<file path="src/rtl/hack_rom_loader.sv">
// hack_rom_loader: receives a framed byte stream and writes 16-bit words into
// the Hack instruction ROM, holding the CPU in reset until a good image lands.
// Frame: A5, LEN_HI, LEN_LO, N words (high byte first), CHK (XOR of data bytes).
// Optional macro LOADER_STATUS_TX_EN adds a status byte transmitter
// (0x06 on a good load, 0x15 on an aborted or failed load).
module hack_rom_loader #(
  parameter int unsigned TIMEOUT_CYCLES = 1000000,
  parameter bit          RUN_ON_RESET   = 1'b0
) (
  input  logic        clk,
  input  logic        resetN,
  input  logic        rx_valid,
  input  logic [7:0]  rx_data,
  output logic        rx_ready,
  output logic        rom_we,
  output logic [14:0] rom_addr,
  output logic [15:0] rom_wdata,
  output logic        cpu_resetN,
  output logic        load_done,
`ifdef LOADER_STATUS_TX_EN
  output logic        load_err,
  output logic        tx_valid,
  output logic [7:0]  tx_data,
  input  logic        tx_ready
`else
  output logic        load_err
`endif
);

  localparam int unsigned IDLE_W     = 20;
  localparam int unsigned WORD_CNT_W = 16;
  localparam int unsigned LEN_W      = 15;
  localparam logic [7:0]  SYNC_BYTE  = 8'hA5;

  typedef enum logic [2:0] {
    IDLE, LEN_HI, LEN_LO, DATA_HI, DATA_LO, CHECK, DONE, ERR
  } state_t;

  state_t                  state;
  logic [IDLE_W-1:0]       idle_cnt;
  logic [WORD_CNT_W-1:0]   word_cnt;
  logic [LEN_W-1:0]        len;
  logic [6:0]              len_hi;
  logic [7:0]              hi_byte;
  logic [7:0]              chk;

  logic accept_c;
  logic active_c;
  logic timeout_c;
  logic go_err_c;
  logic go_done_c;

  // Decode the byte-transfer, timeout and frame-terminating events for this cycle
  always_comb begin
    accept_c  = rx_valid && rx_ready;
    active_c  = (state == LEN_HI) || (state == LEN_LO) || (state == DATA_HI) ||
                (state == DATA_LO) || (state == CHECK);
    // An accepted byte always beats a timeout on the same cycle
    timeout_c = active_c && !accept_c &&
                (idle_cnt == IDLE_W'(TIMEOUT_CYCLES - 1));
    go_err_c  = timeout_c ||
                (accept_c && (state == LEN_HI) && rx_data[7]) ||
                (accept_c && (state == CHECK) && (rx_data != chk));
    go_done_c = accept_c && (state == CHECK) && (rx_data == chk);
  end

  // Frame parser, ROM write port and status/CPU-reset outputs
  always_ff @(posedge clk or negedge resetN) begin
    if (!resetN) begin
      state      <= IDLE;
      idle_cnt   <= '0;
      word_cnt   <= '0;
      len        <= '0;
      len_hi     <= '0;
      hi_byte    <= '0;
      chk        <= '0;
      rx_ready   <= 1'b0;
      rom_we     <= 1'b0;
      rom_addr   <= '0;
      rom_wdata  <= '0;
      cpu_resetN <= RUN_ON_RESET;
      load_done  <= 1'b0;
      load_err   <= 1'b0;
    end else begin
      rx_ready <= 1'b1;
      rom_we   <= 1'b0;

      if (accept_c || !active_c || timeout_c) begin
        idle_cnt <= '0;
      end else begin
        idle_cnt <= idle_cnt + IDLE_W'(1);
      end

      if (go_err_c) begin
        state    <= ERR;
        load_err <= 1'b1;
      end else if (go_done_c) begin
        state      <= DONE;
        load_done  <= 1'b1;
        cpu_resetN <= 1'b1;
      end else if (accept_c) begin
        case (state)
          IDLE, DONE, ERR: begin
            if (rx_data == SYNC_BYTE) begin
              state      <= LEN_HI;
              cpu_resetN <= 1'b0;
              load_done  <= 1'b0;
              load_err   <= 1'b0;
              word_cnt   <= '0;
              chk        <= '0;
            end
          end
          LEN_HI: begin
            len_hi <= rx_data[6:0];
            state  <= LEN_LO;
          end
          LEN_LO: begin
            len   <= {len_hi, rx_data};
            state <= ({len_hi, rx_data} == LEN_W'(0)) ? CHECK : DATA_HI;
          end
          DATA_HI: begin
            hi_byte <= rx_data;
            chk     <= chk ^ rx_data;
            state   <= DATA_LO;
          end
          DATA_LO: begin
            chk       <= chk ^ rx_data;
            rom_we    <= 1'b1;
            rom_addr  <= word_cnt[LEN_W-1:0];
            rom_wdata <= {hi_byte, rx_data};
            word_cnt  <= word_cnt + WORD_CNT_W'(1);
            state     <= ((word_cnt + WORD_CNT_W'(1)) == {1'b0, len}) ? CHECK : DATA_HI;
          end
          default: state <= state;
        endcase
      end
    end
  end

`ifdef LOADER_STATUS_TX_EN
  localparam logic [7:0] STATUS_ACK = 8'h06;
  localparam logic [7:0] STATUS_NAK = 8'h15;

  // Status byte: newest outcome overwrites a pending one, cleared once taken
  always_ff @(posedge clk or negedge resetN) begin
    if (!resetN) begin
      tx_valid <= 1'b0;
      tx_data  <= '0;
    end else if (go_done_c) begin
      tx_valid <= 1'b1;
      tx_data  <= STATUS_ACK;
    end else if (go_err_c) begin
      tx_valid <= 1'b1;
      tx_data  <= STATUS_NAK;
    end else if (tx_valid && tx_ready) begin
      tx_valid <= 1'b0;
    end
  end
`endif

endmodule
</file>
<file path="config.mk">
export PLATFORM = sky130hd
export DESIGN_NAME = hack_rom_loader
export DESIGN_NICKNAME = d
export VERILOG_FILES = /design/src/rtl/hack_rom_loader.sv
export SDC_FILE = /design/constraint.sdc
export NUM_CORES = 1
export LEC_CHECK = 0
export ABC_AREA = 0
export CAP_MARGIN = 30
export CORE_MARGIN = 2
export CORE_UTILIZATION = 40
export DETAILED_ROUTE_END_ITERATION = 10
export DONT_BUFFER_PORTS = 1
export SYNTH_ARGS = -nofsm -noshare
export SYNTH_HDL_FRONTEND = slang
export SYNTH_SLANG_ARGS = --single-unit
</file>
<file path="constraint.sdc">
create_clock -name clk -period 2.45 [get_ports clk]
set_clock_uncertainty 0.2 [all_clocks]
set_input_delay 0.735 -clock clk [delete_from_list [all_inputs] [get_ports clk]]
set_output_delay 0.735 -clock clk [all_outputs]
set_load 0.02 [all_outputs]
</file>
# After elaboration in Yosys (flattened, before gate mapping)
# Cells that the tools add are included.
[op_classes] add_sub_neg=2 eq_ne=15 mux=22 bitwise=3 n_reduce_logical=41
[op_table] op="$pmux 16 s2" n=1
[op_table] op="$reduce_and 4->1" n=6
[op_table] op="$add 20x1->20 const B" n=1
[op_table] op="$eq 20x20->1 const B" n=1
[op_table] op="$mux 20" n=1
[op_table] op="$mux 3" n=6
[op_table] op="$add 16x1->16 const B" n=1
[op_table] op="$eq 16x15->1" n=1
[op_table] op="$mux 16" n=1
[op_table] op="$pmux 8 s2" n=1
[op_table] op="$reduce_bool 2->1" n=8
[op_table] op="$logic_not 15->1" n=1
[op_table] op="$pmux 3 s5" n=1
[op_table] op="$eq 3x3->1 const B" n=4
[op_table] op="$mux 1" n=10
[op_table] op="$reduce_and 5->1" n=2
[op_table] op="$eq 8x8->1" n=1
[op_table] op="$eq 8x8->1 const B" n=1
[op_table] op="$logic_and 1x1->1" n=8
[op_table] op="$logic_or 1x1->1" n=8
[op_table] op="$mux 8" n=1
[op_table] op="$ne 8x8->1" n=1
[op_table] op="$xor 8x8->8" n=1
[op_table] op="$reduce_bool 7->1" n=1
[op_table] op="11 further kinds" n=15
[totals] regBits=112 inputBits=11 out_inout_bits=36 word_cells=96

# Longest topological paths before layout
[logic_depth] depth_word=11 ltp_mapped=8 ltp_nobuf=7

# Worst setup path before layout
# Ideal clock, no wire load.
[synth_timing] path_type="input-to-reg" start="in rx_data[1]" end="reg word_cnt[11]" setup_ns=0.132 t_arrival_ns=2.061 setup_slack_ns=0.057 stages=6 n_path_buf=1 cell_sequence="or4_1 > nor3_2 > o211ai_1 > buf_2 > o21ai_0 > o31ai_1"
[synth_between] elab_chain_len=5 elab_cells_between_ends=10 classes_between="eq/ne: 4; bitwise: 2; reduce/logical: 4"
[synth_rtl] element="start: declaration" line="13" source="input logic [7:0] rx_data,"
[synth_rtl] element="$ne 8x8->1" line="63" source="(accept_c && (state == CHECK) && (rx_data != chk));"
[synth_rtl] element="$logic_and 1x1->1" line="63"
[synth_rtl] element="$logic_or 1x1->1" line="62" source="(accept_c && (state == LEN_HI) && rx_data[7]) ||"
[synth_rtl] element="$not 1->1 (no source line)"
[synth_rtl] element="$reduce_and 5->1 (no source line) *"
[synth_rtl] element="end signal: assignment" line="131" source="word_cnt <= word_cnt + WORD_CNT_W'(1);"
[synth_rtl] element="end: declaration" line="41" source="logic [WORD_CNT_W-1:0] word_cnt;"
# Every way passes the cells marked *; elsewhere a longest branch is shown, timed or not.
# A chain may end at the register's enable or synchronous reset.

# Worst setup path in the final report
[layout_timing] start="reg word_cnt[0]" end="reg state[1]"
[layout_between] elab_chain_len=7
[layout_rtl] element="$add 16x1->16" line="132" source="state <= ((word_cnt + WORD_CNT_W'(1)) == {1'b0, len}) ? CHECK : DATA_HI;"
[layout_rtl] element="$eq 16x15->1" line="132"
[layout_rtl] element="$mux 3" line="132"
[layout_rtl] element="$pmux 3 s5" line="102" source="case (state)"
[layout_rtl] element="$mux 3" line="101" source="end else if (accept_c) begin"
[layout_rtl] element="$mux 3" line="97" source="end else if (go_done_c) begin"
[layout_rtl] element="$mux 3" line="94" source="if (go_err_c) begin"
[layout_rtl] element="end signal: assignment" line="119" source="state <= ({len_hi, rx_data} == LEN_W'(0)) ? CHECK : DATA_HI;"
[layout_rtl] element="end signal: assignment" line="132"
[layout_rtl] element="end signal: assignment" line="134" source="default: state <= state;"
[layout_rtl] element="end: declaration" line="39" source="state_t state;"
# No other way between the ends. The select of a mux whose other input is x is not followed.

==> results.py <==
metrics = {
    "floorplanning": {
        "die_area_um2": 14500,
        "num_io_pins": 47,
        "die_y_um": 121,
        "core_area_um2": 13200,
        "die_w_um": 121,
        "initial_core_util_pct": 41.1,
        "rows": 42,
    },
    "critical_path": {
        "path_buf_inv": 0,
        "arrival_ns": 2.37,
        "startpoint_type": "register",
        "worstPathCellList": "and4_2 -> nand3_4 -> or4_1 -> a21oi_1 -> o2111a_1 -> o2111ai_1",
        "end_kind": "register",
        "cp-startpoint": "word_cnt[0]$_DFFE_PN0P_",
        "rr_startpoint": "word_cnt[0]$_DFFE_PN0P_",
        "slowest_stage": "or4_1",
        "critPathMaxStageDelay_ns": 0.55,
        "crit_family": "simple AND/OR/NAND/NOR gates",
        "crit_required_ns": 2.47,
        "cp_max_fo": 5,
        "crit_type": "reg -> reg",
    },
    "hold_path": {
        "hp-class": "in -> async",
    },
    "timing": {
        "whs_ns": -0.113,
        "max_freq_mhz": 426,
        "timing.final.crit_share_pct": 95.7,
        "finalCriticalPeriod_ns": 2.34,
        "tightest_slew_ns": 0.606,
        "setup_viol": 0,
        "rsz0062_at_grt": "false",
        "hold_violations": 112,
        "slew_headroom_pct": 59.3,
        "setup_slack_ns": 0.105,
        "drv_slew": 0,
    },
    "place": {
        "preCtsSetupSlack_ns": -0.0201,
        "dp_hpwl_um": 8190,
        "gp_congestion": 0.860,
        "dp_cells": 724,
        "port_buffers": 0,
    },
    "logic_synthesis": {
        "synth_warnings": 0,
        "syn_area_per_cell_um2": 9.85,
        "synth_edf_count": 0,
        "yosys_register_bits": 112,
        "synth_flop_cell": "dfrtp_1",
        "netlist_area_um2": 5440,
        "synthDistinctLibCells": 48,
        "synthCells": 552,
        "syn-num-nets": 565,
        "async_reset_ff_share_pct": 100,
        "synth-seq-area-share_pct": 51.6,
    },
    "finish": {
        "synthToLayoutAreaGrowth_pct": 11.6,
        "fin_cells": 740,
        "antenna_cells": 0,
        "drive_gt1_share_pct": 14.7,
        "postLayoutCoreUtil_pct": 45.8,
        "nNetsFinal": 572,
        "regArea_um2": 2800,
        "n_fill_cell": 1288,
        "multi_input_area_um2": 2480,
    },
    "clock_network": {
        "insertion_delay_ns": 0.35,
        "numCtsBuffers": 9,
        "clk_pin_slew_ns": 0.07,
        "post_cts_buffers": 0,
        "cts.sinks": 112,
        "root_buffer": "clkbuf_16",
        "cts_tree": "done",
        "h-tree-depth": 3,
        "clockBufferDepth": 2,
    },
    "pwr": {
        "powerDensity_nw_per_um2": 942,
        "power_leakage_nw": 2.78,
        "ir_drop_mv": 0.449,
    },
    "detailed_routing": {
        "vias_per_cell": 5.28,
        "drt_first_iter_violations": 244,
        "vias": 3907,
        "wire_per_inst_um": 16.4,
        "ant_nets": 0,
        "dr.pass1.iters": 4,
        "drc": 0,
        "wl_um": 12200,
    },
    "global_routing": {
        "grt.total_usage_pct": 17.9,
        "gr-total-overflow": 0,
        "grt_antenna_before_repair": 0,
        "grt_max_degree": 113,
        "grt_pass1_vias": 3969,
        "grt_pass1_wl_um": 20500,
    },
    "status": {
        "violations": "hold timing",
        "status": "complete, but fails checks",
    },
    "flow_run": {
        "maxCapViolCount": 0,
    },
}
[layout make-up]
type / count / area share (%)
multi-input cells: 405 / 40.9
clock buffers: 11 / 4.16
clock inverters: 5 / 1.05
repair buffers: 27 / 3.75
flip-flops and latches: 112 / 46.2
well taps: 176 / 3.63
inverters: 4 / 0.247
[worst paths after layout]
| path | end | slack [ns] | cells past startpoint |
|---|---|---|---|
| hold / removal | rx_ready$_DFF_PN0_ | -0.11 | 0 |
| max in group asynchronous | chk[6]$_DFFE_PN0P_ | 1.90 | 0 |
| setup reg to reg | state[1]$_DFFE_PN0P_ | 0.11 | 6 |
| hold reg to reg | idle_cnt[0]$_DFF_PN0_ | 0.27 | 1 |
| setup / recovery | state[1]$_DFFE_PN0P_ | 0.11 | 6 |
| min in group clk | idle_cnt[0]$_DFF_PN0_ | 0.27 | 1 |
[routing by layer]
metal / track usage (%) / part of all wire [%] / vias to the layer above
li1: - / - / 1914
met1: 24.8 / 48 / 1921
met2: 27.6 / 46 / 62
met3: 4.15 / 4.7 / 10
met4: 6.10 / 1.2 / 0
met5: 0 / 0 / -
[flip-flops by register name, indices dropped and copies added, names as in the netlist]
register / cells
idle_cnt: 20
word_cnt: 16
state: 3
rom_we: 1
len: 15
load_err: 1
rom_addr: 15
load_done: 1
rom_wdata: 16
len_hi: 7
chk: 8
hi_byte: 8
rx_ready: 1
[worst register-to-register path, delay by kind of cell, from the launching register on]
kind / cells / cell delay, ns
AOI/OAI and AO/OA: 3 / 0.59
and+or+nand+nor: 3 / 0.98
DFF: 1 / 0.46
[kinds of logic after synthesis]
logic type / share of synthesized area [%]
and+or+nand+nor: 22.7
muxes: 6.21
AOI/OAI and AO/OA: 8.68
buffers and inverters: 3.34
DFF: 51.6
other: 0.0690
xor gates and xnor gates: 7.02
adders and majority gates: 0.460
[cell usage after synthesis, types with 11 or more instances]
cell | instances | area (um^2)
nand3_1 | 16 | 80.1
xnor2_1 | 23 | 201
nor2_1 | 36 | 135
nand4_1 | 12 | 75.1
dfrtp_1 | 112 | 2800
xor2_1 | 18 | 158
clkbuf_1 | 11 | 41.3
mux2_2 | 30 | 338
nand2b_1 | 18 | 113
buf_2 | 13 | 65.1
nand2_1 | 121 | 454
o21ai_0 | 36 | 180
[through the flow]
stage	TNS, ns	area [um^2]	total power [mW]
CTS	0	6040	5.75
finish	0	6070	5.72
floorplan	0	5440	3.78
global route	0	6070	6.04
global placement	0	5730	4.13
detailed placement	-0.114	5730	4.19
[power breakdown]
group          total (mW)  switching (mW)  internal, mW  leakage, nW
clock                1.55           0.693         0.857        0.152
combinational        1.33           0.617         0.717         1.15
sequential           2.83           0.523          2.31         1.48
[cells in the final DEF, fill, tap and decap left out, drive strengths merged, types with 4 or more instances in the layout]
cell,instances
a22o,9
nand2b,18
clkbuf,11
and2,5
nand4,12
xor2,18
a21oi,5
mux2,30
nand3,18
and4,7
nor3,8
nor4,7
o21ai,37
nand2,121
and3,8
dfrtp,112
inv,5
xnor2,23
buf,27
o31ai,6
nor3b,4
nor2,36
[repair_timing]
item / CTS / global route
endpoints found under the hold margin: 112 / 112
setup endpoints to repair: 0 / 2
resized for setup: 0 / 5
Power figures use the tool's default switching activity.
